===== config.mk =====
export PLATFORM = sky130hd
export DESIGN_NAME = stage_memory
export DESIGN_NICKNAME = d
export VERILOG_FILES = /design/src/rtl/stage_memory_pkg.sv /design/src/rtl/stage_memory_load_align.sv /design/src/rtl/stage_memory.sv
export SDC_FILE = /design/constraint.sdc
export NUM_CORES = 1
export LEC_CHECK = 0
export BUFFER_PORTS_ARGS = -buffer_cell sky130_fd_sc_hd__buf_2
export CELL_PAD_IN_SITES_DETAIL_PLACEMENT = 0
export CELL_PAD_IN_SITES_GLOBAL_PLACEMENT = 1
export CORE_ASPECT_RATIO = 0.75
export CORE_MARGIN = 10
export CORE_UTILIZATION = 41
export CTS_CLUSTER_SIZE = 8
export DETAILED_ROUTE_END_ITERATION = 7
export MAX_ROUTING_LAYER = met4
export PLACE_DENSITY_LB_ADDON = 0.3
export REMOVE_ABC_BUFFERS = 1
export SETUP_SLACK_MARGIN = 0.5
export SLEW_MARGIN = 20
export SYNTH_ARGS = -nofsm -noshare
export SYNTH_HDL_FRONTEND = slang
export SYNTH_SLANG_ARGS = --single-unit

===== constraint.sdc =====
create_clock -name clk -period 7.7 [get_ports clk]
set_input_delay 1.54 -clock clk [delete_from_list [all_inputs] [get_ports clk]]
set_output_delay 1.54 -clock clk [all_outputs]
set_load 0.02 [all_outputs]

===== src/rtl/stage_memory_pkg.sv =====
// Shared types and helpers for the memory-access pipeline stage.
// Covers access sizes, FSM states, byte-enable constants and the writeback result record.
package stage_memory_pkg;

   typedef enum logic [1:0] {
      BYTE = 2'd0,
      HALF = 2'd1,
      WORD = 2'd2
   } mem_size_t;

   typedef enum logic [1:0] {
      IDLE   = 2'd0,
      ACCESS = 2'd1,
      HELD   = 2'd2
   } mem_state_t;

   localparam logic [3:0] BE_BYTE0   = 4'b0001;
   localparam logic [3:0] BE_HALF_LO = 4'b0011;
   localparam logic [3:0] BE_HALF_HI = 4'b1100;
   localparam logic [3:0] BE_WORD    = 4'b1111;

   typedef struct packed {
      logic        valid;
      logic        reg_write;
      logic [4:0]  dest;
      logic [31:0] data;
      logic        addr_error;
      logic        bus_error;
   } wb_result_t;

   // Size code 3 is treated like a word access.
   function automatic logic misaligned(input logic [1:0] size, input logic [1:0] lsb);
      case (mem_size_t'(size))
         BYTE:    return 1'b0;
         HALF:    return lsb[0];
         default: return lsb != 2'b00;
      endcase
   endfunction

   function automatic logic [3:0] store_be(input logic [1:0] size, input logic [1:0] lsb);
      case (mem_size_t'(size))
         BYTE:    return BE_BYTE0 << lsb;
         HALF:    return lsb[1] ? BE_HALF_HI : BE_HALF_LO;
         default: return BE_WORD;
      endcase
   endfunction

endpackage


===== src/rtl/stage_memory_load_align.sv =====
// Load lane select and sign/zero extension of the returned bus word.
// Little-endian: byte lane n sits at rdata[8n+7:8n].
module load_data_align
   import stage_memory_pkg::*;
(
   input  logic [31:0] rdata,
   input  logic [1:0]  lsb,
   input  logic [1:0]  size,
   input  logic        unsigned_load,
   output logic [31:0] data
);

   logic [31:0] shifted;
   logic [7:0]  byte_lane;
   logic [15:0] half_lane;

   assign shifted   = rdata >> {lsb, 3'b000};
   assign byte_lane = shifted[7:0];
   assign half_lane = lsb[1] ? rdata[31:16] : rdata[15:0];

   always_comb begin
      data = rdata;
      case (mem_size_t'(size))
         BYTE:    data = {{24{!unsigned_load && byte_lane[7]}}, byte_lane};
         HALF:    data = {{16{!unsigned_load && half_lane[15]}}, half_lane};
         default: data = rdata;
      endcase
   end

endmodule


===== src/rtl/stage_memory.sv =====
// Memory-access pipeline stage: M register, single-outstanding req/ack bus FSM,
// LL/SC link bit and registered writeback outputs.
//
//   state  | meaning
//   IDLE   | M evaluated; a memory op drives dmem_req combinationally, others retire
//   ACCESS | request outstanding, waiting for dmem_ack or timeout
//   HELD   | access finished under stall_in; result parked in hold until release
module stage_memory
   import stage_memory_pkg::*;
#(
   parameter int WAIT_LIMIT = 16
) (
   input  logic        clk,
   input  logic        reset,
   input  logic        ex_valid,
   input  logic        ex_mem_read,
   input  logic        ex_mem_write,
   input  logic [1:0]  ex_mem_size,
   input  logic        ex_load_unsigned,
   input  logic        ex_ll,
   input  logic        ex_sc,
   input  logic [31:0] ex_alu_out,
   input  logic [31:0] ex_rt_data,
   input  logic        ex_reg_write,
   input  logic [4:0]  ex_dest_reg,
   input  logic [31:0] ex_dest_reg_data,
   input  logic        stall_in,
   input  logic        nullify,
   input  logic        llbit_clear,
   output logic        dmem_req,
   output logic        dmem_we,
   output logic [31:0] dmem_addr,
   output logic [3:0]  dmem_be,
   output logic [31:0] dmem_wdata,
   input  logic [31:0] dmem_rdata,
   input  logic        dmem_ack,
   output logic        stall_out,
   output logic        wb_valid,
   output logic        wb_reg_write,
   output logic [4:0]  wb_dest_reg,
   output logic [31:0] wb_data,
   output logic        addr_error,
   output logic        bus_error,
   output logic        llbit
);

   localparam int CW = (WAIT_LIMIT < 2) ? 1 : $clog2(WAIT_LIMIT + 1);

   logic        m_valid, m_read, m_write, m_unsigned, m_ll, m_sc, m_reg_write, m_kill;
   logic [1:0]  m_size;
   logic [31:0] m_addr, m_rt, m_data;
   logic [4:0]  m_dest;

   mem_state_t  state, state_next;
   logic [CW-1:0] wait_cnt;
   wb_result_t  hold, wb, wb_next, mem_result;
   logic [31:0] load_data;
   logic        is_mem, bad_align, op_sc, op_ll, sc_fail, mem_go;
   logic        timeout, done, capture, in_flight;

   assign is_mem    = m_valid && (m_read || m_write);
   assign bad_align = misaligned(m_size, m_addr[1:0]);
   assign op_sc     = m_sc && m_write;
   assign op_ll     = m_ll && m_read;
   assign sc_fail   = op_sc && !llbit;
   assign mem_go    = (state == IDLE) && is_mem && !bad_align && !sc_fail;
   assign timeout   = (WAIT_LIMIT != 0) && (state == ACCESS) && !dmem_ack && (wait_cnt == CW'(1));
   assign done      = (mem_go || (state == ACCESS)) && (dmem_ack || timeout);
   assign capture   = !stall_out && !stall_in;
   assign in_flight = mem_go || (state != IDLE);

   load_data_align u_align (
      .rdata         (dmem_rdata),
      .lsb           (m_addr[1:0]),
      .size          (m_size),
      .unsigned_load (m_unsigned),
      .data          (load_data)
   );

   assign dmem_we    = dmem_req && m_write;
   assign dmem_addr  = {m_addr[31:2], 2'b00};
   assign dmem_be    = m_write ? store_be(m_size, m_addr[1:0]) : BE_WORD;

   always_comb begin
      dmem_wdata = m_rt;
      case (mem_size_t'(m_size))
         BYTE:    dmem_wdata = {4{m_rt[7:0]}};
         HALF:    dmem_wdata = {2{m_rt[15:0]}};
         default: dmem_wdata = m_rt;
      endcase
   end

   // Result of the bus access completing this cycle; a nullified access retires silently.
   always_comb begin
      mem_result       = '0;
      mem_result.valid = 1'b1;
      mem_result.dest  = m_dest;
      if (timeout) begin
         mem_result.bus_error = 1'b1;
      end else if (op_sc) begin
         mem_result.reg_write = 1'b1;
         mem_result.data      = 32'd1;
      end else if (m_read) begin
         mem_result.reg_write = m_reg_write;
         mem_result.data      = load_data;
      end
      if (m_kill) mem_result = '0;
   end

   always_comb begin
      wb_next = '0;
      case (state)
         IDLE: begin
            if (m_valid) begin
               if (is_mem && bad_align) begin
                  wb_next.valid      = 1'b1;
                  wb_next.dest       = m_dest;
                  wb_next.addr_error = 1'b1;
               end else if (is_mem && sc_fail) begin
                  wb_next.valid     = 1'b1;
                  wb_next.reg_write = 1'b1;
                  wb_next.dest      = m_dest;
               end else if (is_mem) begin
                  if (dmem_ack) wb_next = mem_result;
               end else begin
                  wb_next.valid     = 1'b1;
                  wb_next.reg_write = m_reg_write;
                  wb_next.dest      = m_dest;
                  wb_next.data      = m_data;
               end
            end
         end
         ACCESS:  if (done) wb_next = mem_result;
         HELD:    wb_next = hold;
         default: wb_next = '0;
      endcase
   end

   always_comb begin
      state_next = state;
      dmem_req   = 1'b0;
      stall_out  = 1'b0;
      case (state)
         IDLE: begin
            dmem_req  = mem_go;
            stall_out = mem_go && !dmem_ack;
            if (mem_go) begin
               if (!dmem_ack)    state_next = ACCESS;
               else if (stall_in) state_next = HELD;
            end
         end
         ACCESS: begin
            dmem_req  = 1'b1;
            stall_out = !done;
            if (done) state_next = stall_in ? HELD : IDLE;
         end
         HELD: begin
            stall_out = stall_in;
            if (!stall_in) state_next = IDLE;
         end
         default: state_next = IDLE;
      endcase
   end

   always_ff @(posedge clk or posedge reset) begin
      if (reset) begin
         state    <= IDLE;
         wait_cnt <= '0;
      end else begin
         state <= state_next;
         if (mem_go && !dmem_ack)
            wait_cnt <= CW'(WAIT_LIMIT);
         else if ((state == ACCESS) && !dmem_ack && (wait_cnt != '0))
            wait_cnt <= wait_cnt - CW'(1);
      end
   end

   always_ff @(posedge clk or posedge reset) begin
      if (reset) begin
         m_valid     <= 1'b0;
         m_read      <= 1'b0;
         m_write     <= 1'b0;
         m_size      <= 2'd0;
         m_unsigned  <= 1'b0;
         m_ll        <= 1'b0;
         m_sc        <= 1'b0;
         m_addr      <= '0;
         m_rt        <= '0;
         m_reg_write <= 1'b0;
         m_dest      <= '0;
         m_data      <= '0;
         m_kill      <= 1'b0;
      end else if (capture) begin
         m_valid     <= ex_valid && !nullify;
         m_read      <= ex_mem_read;
         m_write     <= ex_mem_write;
         m_size      <= ex_mem_size;
         m_unsigned  <= ex_load_unsigned;
         m_ll        <= ex_ll;
         m_sc        <= ex_sc;
         m_addr      <= ex_alu_out;
         m_rt        <= ex_rt_data;
         m_reg_write <= ex_reg_write;
         m_dest      <= ex_dest_reg;
         m_data      <= ex_dest_reg_data;
         m_kill      <= 1'b0;
      end else if (nullify && in_flight) begin
         m_kill <= 1'b1;
      end
   end

   always_ff @(posedge clk or posedge reset) begin
      if (reset) begin
         wb   <= '0;
         hold <= '0;
      end else begin
         if (!stall_in) wb <= wb_next;
         if (done && stall_in) hold <= mem_result;
      end
   end

   always_ff @(posedge clk or posedge reset) begin
      if (reset)
         llbit <= 1'b0;
      else if (llbit_clear)
         llbit <= 1'b0;
      else if (done && dmem_ack && op_ll && !m_kill)
         llbit <= 1'b1;
      else if (done && dmem_ack && op_sc)
         llbit <= 1'b0;
   end

   assign wb_valid     = wb.valid;
   assign wb_reg_write = wb.reg_write;
   assign wb_dest_reg  = wb.dest;
   assign wb_data      = wb.data;
   assign addr_error   = wb.addr_error;
   assign bus_error    = wb.bus_error;

endmodule


==> reports/qor.yml <==
power.total_mw: 3.321
dpl_cell_area_um2: 11160
cap_violations: 0
syn_area_um2: 9980
final_common_cell: "buf_2"
drt_iter0_markers: 496
core_region_area_um2: 23970
cts_max_path_buffers: 2
detail_route.wl_per_cell_um: 21.64
async_reset_ff_share_pct: 100.0
hold_viol: 0
die_h_um: 155.1
grt_pass1_vias: 8254
max_stage_delay_ps: 490
finalNonFillerCells: 1456
clock_sink_count: 200
rows: 49
yosys_warnings: 0
final_area_um2: 11820
die_w_um: 200.2
end_kind: "primary output"
ys_types: 65
skew_ps: 8.970
drt.antenna.violating_nets: 0
grt_max_degree: 124
worstSkewPairLatency_ps: 440
worst_ep_required_time_ps: 6160
drive_gt1_share_pct: 31.47
antenna_found_initial: 13
largest_reg_flops: 40
cts_hold_buf: 0
grt_pass1_wl_um: 49220
hpwl_um: 22830
overflow: 0
cp-startpoint: "stall_in"
seq_area_frac_synth_pct: 50.15
drc: 0
min_period_ps: 4381
ctsHtreeMaxLevel: 4
dr.pass1.iters: 5
fin_nets: 1252
p_leak_nw: 5.474
hold_class: "reg -> reg"
ios: 261
grt_usage_pct: 20.70
synthToLayoutAreaGrowth_pct: 18.47
fmax_mhz: 228.2
finalSetupTns_ps: 0
clock-root-buffer: "clkbuf_16"
cp_slowest_cell: "buf_2"
numCtsBuffers: 17
status: "completed"
cts_tree: "done"
regMostFlops: "hold"
crit_path_end: "stall_out"
p_per_area_nw_per_um2: 280.9
drt_wl_total_um: 31510
path_max_fanout: 30
synth_cells: 917
timing.rr.end: "m_addr[31]"
period_share_pct: 56.90
setup_viol: 0
rsz0062_at_grt: "no"
vdd_drop_max_mv: 0.1673
slew_violations: 0
crit_chain: "buf_2, buf_4, a21o_1, buf_2"
r2r_cells: 7
path_clk_slew_ps: 70
rr_startpoint: "m_size[1]"
cp.arrival_ps: 2840
synth-edff-count: 0
critPathLaunchType: "input pin"
finalWeightedCongestion: 0.8430
synth-seq-cells: 200
final_cell_mix: "buf_2 (258), dfrtp_1 (199), nand2_1 (119), mux2_1 (90), a21oi_1 (58)"
port_buffers: 258
vias: 7972
cts-resized-gates: 0
synth_ff_type: "dfrtp_1"
crit_top_cell: "buf_2"
cts_setup_buffers: 0
reg2reg_slack_ps: 4490
start_util_pct: 41.63
critPathKind: "in -> out"
vias_per_cell: 5.475
syn-mean-instance-area_um2: 10.88
tightest_slew_ps: 901.2
max_slew_margin_pct: 39.90
die-area_um2: 31050
dp.cells: 1412
## kinds of logic (layout without fill, tap and decap cells)
group,count (synthesis),count (layout),share of synthesized area [%]
AO/OA/AOI/OAI,241,241,17.06
XOR/XNOR,4,4,0.3511
adder cells (fa/ha/maj),3,3,0.3762
buffers and inverters,116,310,6.958
flip-flops,200,200,50.15
multiplexers,138,138,15.37
other,1,15,0.03758
AND/OR/NAND/NOR,214,214,9.692
## routing by layer
metal	vias up	part of all wire [%]	GRT usage (%)
met4	0	1.2	5.111
met1	3900	45	27.10
met5	-	0	-
met3	22	9.4	7.284
met2	359	45	30.01
li1	3691	-	-
## power breakdown
part / switching (mW) / internal, mW / total, mW
logic: 0.581 / 0.362 / 0.944
clock network: 0.407 / 0.527 / 0.934
registers: 0.171 / 1.27 / 1.44
total: 1.16 / 2.16 / 3.32
## how the worst min path moves through the flow
stage,start,end,slack [ps],cells after the start
final,m_addr[20],m_addr[20],480,1
after CTS,hold[19],hold[19],480,2
after global routing,m_addr[29],m_addr[29],500,1
after detailed placement,hold[19],hold[19],470,2
after global placement,m_addr[20],m_addr[20],460,1
after floorplan,hold[0],hold[0],450,2
## Yosys cell counts, types with 6 or more instances
master,n,area [µm²]
buf_1,6,22.52
buf_6,10,112.6
mux2_1,90,1013
nand2b_1,7,43.79
mux2i_1,16,160.2
a22o_1,6,52.55
buf_4,43,322.8
a22oi_1,35,262.8
o221ai_1,29,254.0
a21o_1,8,60.06
nor2_1,27,101.4
dfrtp_1,200,5005
a21oi_1,58,290.3
inv_1,7,26.28
buf_2,17,85.08
nand2_1,119,446.7
mux2_2,32,360.4
nand3_1,6,30.03
o21ai_0,37,185.2
a222oi_1,9,90.09
o31ai_1,20,150.1
nor3_1,21,105.1
nor2b_1,10,62.56
a221o_1,9,90.09
clkbuf_1,32,120.1
## cell type report
| cell class | count | area (µm²) |
|---|---|---|
| tap | 331 | 414.1 |
| inverter | 7 | 33.78 |
| clock inverter | 11 | 147.6 |
| clock buffer | 19 | 452.9 |
| sequential | 200 | 5006 |
| fill | 2188 | 12150 |
| antenna | 13 | 32.53 |
| timing repair buffer | 273 | 1424 |
| multi-input combinational | 602 | 4312 |
## critical path, delay by kind of cell
family | cells | cell delay [ps]
compound gates | 1 | 160
buf+inv | 3 | 1120
## stage by stage
stage / setup slack (ps) / utilization (%) / hold slack [ps]
after floorplan: 706.0 / - / 448.8
after global placement: 3365 / 46.55 / 462.0
after global routing: 3240 / 49.32 / 498.1
after detailed placement: 3357 / 46.55 / 468.6
final: 3319 / 49.32 / 481.3
after CTS: 3354 / 49.06 / 484.0
(Power assumes the default switching activity.)
